--- config.mk ---
export PLATFORM = sky130hd
export DESIGN_NAME = uart_rx_deframer
export DESIGN_NICKNAME = d
export VERILOG_FILES = /design/src/rtl/uart_pkg.sv /design/src/rtl/uart_baud_tick.sv /design/src/rtl/uart_rx_deframer.sv
export SDC_FILE = /design/constraint.sdc
export NUM_CORES = 1
export LEC_CHECK = 0
export ABC_AREA = 0
export CAP_MARGIN = 20
export CORE_MARGIN = 2
export CORE_UTILIZATION = 51
export DETAILED_ROUTE_END_ITERATION = 8
export GPL_TIMING_DRIVEN = 0
export PLACE_DENSITY = 0.75
export REMOVE_ABC_BUFFERS = 1
export SLEW_MARGIN = 40
export SYNTH_ARGS = -nofsm -noshare
export SYNTH_HDL_FRONTEND = slang
export SYNTH_SLANG_ARGS = --single-unit
export TNS_END_PERCENT = 50
--- constraint.sdc ---
create_clock -name clk -period 1.6 [get_ports clk]
set_input_delay 0.32 -clock clk [delete_from_list [all_inputs] [get_ports clk]]
set_output_delay 0.32 -clock clk [all_outputs]
set_load 0.01 [all_outputs]
--- src/rtl/uart_pkg.sv ---
// Shared types and helpers for the UART receive path.
package uart_pkg;

  typedef enum logic [2:0] {
    IDLE,
    START,
    DATA,
    STOP,
    BREAK
  } rx_state_t;

  // Width of the per-bit tick counter at the default 16x oversampling rate.
  localparam int DEFAULT_OVERSAMPLE = 16;
  localparam int TICK_W             = $clog2(DEFAULT_OVERSAMPLE);

  // Divisor from clk to the oversampling tick, rounded to the nearest integer.
  function automatic int calc_div(input longint clk_freq, input longint baud, input longint os);
    longint den;
    den = baud * os;
    return int'((clk_freq + den / 2) / den);
  endfunction

endpackage

--- src/rtl/uart_baud_tick.sv ---
// Free-running divider producing a one-clock tick every DIV clocks.
// The synchronous clear lets a receiver realign the tick phase to a start edge.
module uart_baud_tick #(
  parameter int DIV = 163
) (
  input  logic clk,
  input  logic rst,
  input  logic clear,
  input  logic enable,
  output logic tick
);

  localparam int            CW   = (DIV > 1) ? $clog2(DIV) : 1;
  localparam logic [CW-1:0] LAST = CW'(DIV - 1);

  logic [CW-1:0] count;

  // Count 0..DIV-1 while enabled, wrapping on the last value; clear wins.
  always_ff @(posedge clk or posedge rst) begin
    if (rst) begin
      count <= '0;
    end else if (clear) begin
      count <= '0;
    end else if (enable) begin
      if (count == LAST) begin
        count <= '0;
      end else begin
        count <= count + 1'b1;
      end
    end
  end

  assign tick = enable && !clear && (count == LAST);

endmodule

--- src/rtl/uart_rx_deframer.sv ---
// UART receiver: 2-flop synchronizer, oversampled mid-bit sampling with
// start-glitch rejection, stop-bit check, break hold-off and a valid/accept
// holding register with framing-error and overrun pulses.
module uart_rx_deframer
  import uart_pkg::*;
#(
  parameter int DATA_WIDTH = 8,
  parameter int BAUD_RATE  = 19200,
  parameter int CLK_FREQ   = 50_000_000,
  parameter int OVERSAMPLE = 16
) (
  input  logic                  clk,
  input  logic                  rst,
  input  logic                  rx,
  output logic [DATA_WIDTH-1:0] rxByte,
  output logic                  rxValid,
  input  logic                  rxAccept,
  output logic                  frameError,
  output logic                  overrun,
  output logic                  busy
);

  localparam int DIV   = calc_div(CLK_FREQ, BAUD_RATE, OVERSAMPLE);
  localparam int CNT_W = $clog2(OVERSAMPLE);
  localparam int IDX_W = (DATA_WIDTH > 1) ? $clog2(DATA_WIDTH) : 1;

  localparam logic [CNT_W-1:0] HALF_LAST = CNT_W'(OVERSAMPLE / 2 - 1);
  localparam logic [CNT_W-1:0] FULL_LAST = CNT_W'(OVERSAMPLE - 1);
  localparam logic [IDX_W-1:0] LAST_BIT  = IDX_W'(DATA_WIDTH - 1);

  rx_state_t             state;
  rx_state_t             next_state;
  logic                  rx_meta;
  logic                  rx_s;
  logic                  tick;
  logic [CNT_W-1:0]      tick_cnt;
  logic [IDX_W-1:0]      bit_idx;
  logic [DATA_WIDTH-1:0] shift_reg;
  logic                  half_done;
  logic                  full_done;
  logic                  stop_ok;
  logic                  stop_bad;

  // Bring the asynchronous line into the clk domain; idle level is 1.
  always_ff @(posedge clk or posedge rst) begin
    if (rst) begin
      rx_meta <= 1'b1;
      rx_s    <= 1'b1;
    end else begin
      rx_meta <= rx;
      rx_s    <= rx_meta;
    end
  end

  // Divider is held cleared while idle so tick phase aligns to the start edge.
  uart_baud_tick #(
    .DIV(DIV)
  ) u_tick (
    .clk   (clk),
    .rst   (rst),
    .clear (state == IDLE),
    .enable(1'b1),
    .tick  (tick)
  );

  assign half_done = tick && (tick_cnt == HALF_LAST);
  assign full_done = tick && (tick_cnt == FULL_LAST);
  assign stop_ok   = (state == STOP) && full_done && rx_s;
  assign stop_bad  = (state == STOP) && full_done && !rx_s;
  assign busy      = (state != IDLE);

  // State register.
  always_ff @(posedge clk or posedge rst) begin
    if (rst) begin
      state <= IDLE;
    end else begin
      state <= next_state;
    end
  end

  // Frame sequencing: start check at half bit, then one sample per full bit.
  always_comb begin
    next_state = state;
    case (state)
      IDLE:    if (!rx_s) next_state = START;
      START:   if (half_done) next_state = rx_s ? IDLE : DATA;
      DATA:    if (full_done && (bit_idx == LAST_BIT)) next_state = STOP;
      STOP:    if (full_done) next_state = rx_s ? IDLE : BREAK;
      BREAK:   if (rx_s) next_state = IDLE;
      default: next_state = IDLE;
    endcase
  end

  // Tick counting within a bit and LSB-first capture of data bits.
  always_ff @(posedge clk or posedge rst) begin
    if (rst) begin
      tick_cnt  <= '0;
      bit_idx   <= '0;
      shift_reg <= '0;
    end else begin
      case (state)
        START: begin
          if (half_done) begin
            tick_cnt <= '0;
          end else if (tick) begin
            tick_cnt <= tick_cnt + 1'b1;
          end
        end
        DATA: begin
          if (full_done) begin
            tick_cnt           <= '0;
            shift_reg[bit_idx] <= rx_s;
            bit_idx            <= bit_idx + 1'b1;
          end else if (tick) begin
            tick_cnt <= tick_cnt + 1'b1;
          end
        end
        STOP: begin
          if (full_done) begin
            tick_cnt <= '0;
          end else if (tick) begin
            tick_cnt <= tick_cnt + 1'b1;
          end
        end
        default: begin
          tick_cnt <= '0;
          bit_idx  <= '0;
        end
      endcase
    end
  end

  // Holding register: load on a good stop bit unless still full; an accept in
  // the completion cycle frees the slot in time for the new byte.
  always_ff @(posedge clk or posedge rst) begin
    if (rst) begin
      rxByte     <= '0;
      rxValid    <= 1'b0;
      frameError <= 1'b0;
      overrun    <= 1'b0;
    end else begin
      frameError <= stop_bad;
      overrun    <= 1'b0;
      if (stop_ok) begin
        if (!rxValid || rxAccept) begin
          rxByte  <= shift_reg;
          rxValid <= 1'b1;
        end else begin
          overrun <= 1'b1;
        end
      end else if (rxValid && rxAccept) begin
        rxValid <= 1'b0;
      end
    end
  end

endmodule

==> results of run 1 <==
-- per-layer routing --
metal	part of all wire (%)	vias up
met3	5.0	20
li1	-	672
met4	3.7	0
met5	0	-
met1	41	733
met2	50	59
-- final timing paths --
kind	start	endpoint	slack, ps	cells after the start
max in group asynchronous	rst	state[0]	850	2
worst max-delay path	u_tick.count[0]	shift_reg[7]	-290	7
worst max register to register	u_tick.count[0]	shift_reg[7]	-290	7
min in group clk	rx	rx_meta	350	1
worst min register to register	rx_meta	rx_s	370	0
worst min-delay path	rst	u_tick.count[7]	330	2
-- cell families (layout without fill, tap and decap cells) --
kind of cell / count (synthesis) / in the layout / share of synthesized area (%)
buffers and inverters: 8 / 46 / 1.77
adder cells (fa/ha/maj): 5 / 5 / 3.40
flip-flops: 39 / 39 / 53.2
multiplexers: 17 / 17 / 10.3
AO/OA/AOI/OAI: 10 / 10 / 3.87
XOR/XNOR: 9 / 9 / 4.28
AND/OR/NAND/NOR: 79 / 79 / 23.2
-- layout make-up --
class / count / area share [%]
clock buffers: 5 / 1.54
inverters: 2 / 0.359
clock inverters: 3 / 2.77
flip-flops and latches: 39 / 40.3
repair buffers: 36 / 13.5
well taps: 46 / 2.36
multi-input cells: 120 / 39.1
-- through the flow --
stage          util, %  hold slack (ps)  cells  cell area (µm²)
3_5_place_dp      59.9              347    222             2030
6_report          71.9              325    251             2440
4_1_cts           68.5              330    244             2320
2_1_floorplan        -              324    161             1820
3_3_place_gp      59.7              346    222             2020
5_1_grt           71.9              310    251             2440
-- worst max-delay path, cell delays in order, from the launching register on --
cell and delay, ps:
dfrtp_1 400, inv_1 60, ha_1 140, nor3b_4 260, buf_4 160, nand4_1 220, nor2_1 230, mux2_4 320
-- cell usage in the layout, fill, tap and decap left out, types with 2 or more instances in the layout --
cell and count:
xor2_1 6, nand3_1 13, nor3_2 2, bufinv_16 2, dfrtp_1 34, a21oi_1 3, nor2_1 21, and3_1 3
clkbuf_4 5, mux2_2 7, buf_4 16, clkdlybuf4s50_1 4, a31oi_1 2, or3_1 4, xnor2_1 3, mux2_4 9
nand3b_1 2, dfstp_2 2, dlygate4sd2_1 7, nand2_2 2, buf_6 5, dfrtp_2 3, nand2b_1 4, nand4_1 6
dlymetal6s2s_1 3, nand2_1 8, ha_1 4
-- power breakdown --
group | internal [W] | total, W | switching [W]
logic | 0.0000123 | 0.0000354 | 0.0000231
clock network | 0.000485 | 0.000838 | 0.000353
registers | 0.000990 | 0.000994 | 0.00000363
total | 0.00149 | 0.00187 | 0.000379
-- timing repair --
| item | CTS | global route |
|---|---|---|
| buffers inserted | 14 | 7 |
| pin swaps | 8 | 12 |
| setup endpoints to repair | 44 | 40 |
| gates resized for setup | 34 | 16 |
| hold buffers | 0 | 0 |
==> out/results.ini, run 1 <==
[timing]
drv_slew=0
rsz0062_at_grt=true
hold_viol=0
period_minus_slack_ps=1890
finalCritPeriodShare_pct=118
worst_slew_pin_slew_ps=647
relSlewSlack_pct=56.8
clock.fmax_ghz=0.530
setup_tns_ps=-4000
fin_ws_ps=-287
skew_ps=6.33
setup_viol=28

[logic_synthesis]
synthTopCellsByArea=dfrtp_1 (50%), mux2_2 (9.8%), nor2_1 (4.5%)
ys_seq_area_share_pct=53.2
synth_commonest_cells=dfrtp_1 (37), nor2_1 (22), mux2_2 (16), nand3_1 (13), nand2_1 (10)
yosys_register_bits=39
synth_most_common_cell=dfrtp_1
syn_avg_cell_area_um2=11.0
synthDistinctLibCells=36
synthCells=167
ys.flop_type=dfrtp_1
synth.cell_area_um2=1840
synth_warnings=0
yosys.area.top_type_share_pct=50.3
synth_edf_count=0
synth-async-reset-ratio_pct=100
synth_top_area_cell=dfrtp_1

[global_routing]
global_route.usage.met3_pct=6.34
grt_pass1_wl_um=6930
grt_use_met2_pct=35.9
grt_util_met1_pct=27.7
grt-ovfl-total=0
grt_max_degree=40
grtUsageTotal_pct=22.7
grt_pass1_vias=1484
grt_most_used_layer=met2
antenna_found_initial=0

[layout]
regArea_um2=982
fillers=201
multiInputGateArea_um2=955
antenna_cells=0
drive_gt1_share_pct=33.7
nNetsFinal=213
synthToLayoutAreaGrowth_pct=32.5

[placement]
numPortBuffers=15
dp_slack_ps=-738
dp_hpwl_um=2340
gp_congestion=0.792

[worst_hold_path]
hold_path.class=in2async

[routing]
drt_iter0_markers=78
viasPerCell=5.91
detail-route-antenna-nets=0
drt_first_pass_iters=4
routedWlPerCell_um=17.1
dr_total_vias=1484
drc_errors=0
routed_wl_um=4300

[die]
initial_utilization_pct=54.3
die_w_um=64.1
num_rows=21
ios=16
core_um2=3390
die_h_um=64.1
dieArea_um2=4110

[outcome]
status=finished, violations left
violations=setup timing

[setup_path]
worstPathMaxFanout=4
critPathKind=reg2reg
critPathRequiredTime_ps=1860
crit_path_end_kind=flip-flop
critPathArrivalTime_ps=2150
critPathLaunchType=flip-flop

[clocking]
cts.sink_count=39
clock_path_buffers=2
cts_tree=yes
root_buffer=clkbuf_4
cts_made_buffers=5
cts-htree-levels=2
insertion_delay_ps=370
clk_pin_slew_ps=120

[pwr]
total_power_w=0.00187
max-vdd-ir-drop_mv=0.715
p_leak_nw=1.20
power_density_nw_per_um2=766

[flow_run]
maxCapViolCount=0

No activity file was read; power rests on OpenSTA's default activity.
==> run 2, diff against run 1 <==
--- a/config.mk
+++ b/config.mk
@@ -13,6 +13,7 @@
 export GPL_TIMING_DRIVEN = 0
 export PLACE_DENSITY = 0.75
 export REMOVE_ABC_BUFFERS = 1
+export SETUP_SLACK_MARGIN = 0.15
 export SLEW_MARGIN = 40
 export SYNTH_ARGS = -nofsm -noshare
 export SYNTH_HDL_FRONTEND = slang
==> constraint.sdc (replaced) <==
create_clock -name clk -period 1.7 [get_ports clk]
set_input_delay 0.34 -clock clk [delete_from_list [all_inputs] [get_ports clk]]
set_output_delay 0.34 -clock clk [all_outputs]
set_load 0.01 [all_outputs]
==> run 2 against run 1 <==
The run still ends with setup timing left. Critical path type unchanged. Largest cell class unchanged. Clock skew about the same. Sequential cell count unchanged. Fmax up 1.6%. Routed wire length down 2.3%.
==> out/results.ini, run 2 (synthesized netlist as in run 1, its figures left out) <==
[outcome]
status=finished, violations left
violations=setup timing

[setup_path]
critPathRequiredTime_ps=1960
worstPathMaxFanout=4
crit_path_end_kind=flip-flop
critPathLaunchType=flip-flop
crit_slowest_cell=dfrtp_1
reg2reg_depth=7
r2r_end=shift_reg[3]
critPathArrivalTime_ps=2120
r2r-start=u_tick.count[0]
critPathMaxStageDelay_ps=400
crit_chain=inv_1 -> ha_1 -> nor3b_4 -> buf_4 -> nand4_1 -> nor2_1 -> mux2_4
r2r_slack_ps=-160
critPathKind=reg2reg
crit_family=simple AND/OR/NAND/NOR gates
cp.buffers_inverters=2

[pwr]
power_density_nw_per_um2=722
max-vdd-ir-drop_mv=0.680
p_leak_nw=1.19

[die]
num_rows=21
dieArea_um2=4110
core_um2=3390
die_w_um=64.1
initial_utilization_pct=54.3
die_h_um=64.1
ios=16

[layout]
stdcell_area_um2=2430
drive_gt1_share_pct=33.2
final_cell_mix=dfrtp_1 (34), nor2_1 (21), buf_4 (16), nand3_1 (13)
synthToLayoutAreaGrowth_pct=32.1
fin_util_pct=71.7
nNetsFinal=213
antenna_cells=0
final_common_cell=dfrtp_1

[clocking]
hold_buffers=0
insertion_delay_ps=360
cts.sink_count=39
root_buffer=clkbuf_4
clk_pin_slew_ps=120
cts_made_buffers=5
cts-htree-levels=2
cts_tree=yes
clock_path_buffers=2

[placement]
dp_slack_ps=-638
dpl-instance-area_um2=2030
dp_hpwl_um=2340
gp_congestion=0.792
numPortBuffers=15

[flow_run]
maxCapViolCount=0

[routing]
routedWlPerCell_um=16.7
dr_total_vias=1456
drc_errors=0
routed_wl_um=4200
drt_iter0_markers=56
viasPerCell=5.80
drt_first_pass_iters=4
detail-route-antenna-nets=0

[worst_hold_path]
hold_path.class=in2async

[global_routing]
grt_pass1_vias=1485
grtUsageTotal_pct=22.7
grt-ovfl-total=0
grt_pass1_wl_um=6910
grt_max_degree=40
antenna_found_initial=0

[timing]
rsz0062_at_grt=true
relSlewSlack_pct=56.8
drv_slew=0
hold_viol=0
finalCritPeriodShare_pct=109
fin_ws_ps=-158
clock.fmax_ghz=0.538
worst_slew_pin_slew_ps=648
skew_ps=6.55
period_minus_slack_ps=1860
setup_viol=20

==> run 2: cell types whose count changed in the layout (fill, tap and decap cells not counted), sizes merged <==
cell,change
dlygate4sd2,+2
clkdlybuf4s50,-1
dlymetal6s2s,-1
==> run 2: worst max path at each step <==
stage	cells past startpoint	startpoint	slack, ps	to
6_report	7	u_tick.count[0]	-160	shift_reg[3]
4_1_cts	6	u_tick.count[0]	-100	shift_reg[0]
5_1_grt	7	u_tick.count[0]	-200	shift_reg[6]
2_1_floorplan	3	u_tick.count[4]	-480	rxByte[0]
3_5_place_dp	3	u_tick.count[4]	-640	rxByte[1]
3_3_place_gp	3	u_tick.count[4]	-1040	rxByte[7]
==> run 2: where the power goes <==
group	switching (W)	internal [W]	total, W
clock network	0.000330	0.000457	0.000787
registers	0.00000320	0.000932	0.000935
logic	0.0000216	0.0000115	0.0000331
==> run 2: final cells by class <==
cell class / count / area [µm²]
multi-input combinational: 120 / 952
sequential: 39 / 982
clock inverter: 3 / 67.6
fill: 204 / 958
clock buffer: 5 / 37.5
timing repair buffer: 36 / 325
inverter: 2 / 8.76
tap: 46 / 57.6
==> run 2: what timing repair did <==
| action | CTS | global route |
|---|---|---|
| setup buffers | 14 | 7 |
| endpoints found under the hold margin | 0 | 0 |
| pin swaps | 9 | 12 |
| setup endpoints to repair | 48 | 39 |
| resized for setup | 36 | 14 |
==> run 2: through the flow <==
stage | setup TNS (ps) | hold WS, ps | std cells | total power [W]
floorplan | -10520 | 344 | 161 | 0.000967
global placement | -36920 | 346 | 222 | 0.000979
detailed placement | -14440 | 347 | 222 | 0.000981
CTS | -1150 | 350 | 244 | 0.00177
global route | -3090 | 330 | 251 | 0.00182
finish | -1280 | 350 | 251 | 0.00176
==> run 2: per-layer routing <==
layer  part of all wire [%]  vias up  global-route usage [%]
met2                     50       61                    35.9
met5                      0        -                       0
met4                    3.9        0                    13.3
met1                     41      706                    27.6
met3                    5.6       19                    6.34
li1                       -      670                       -
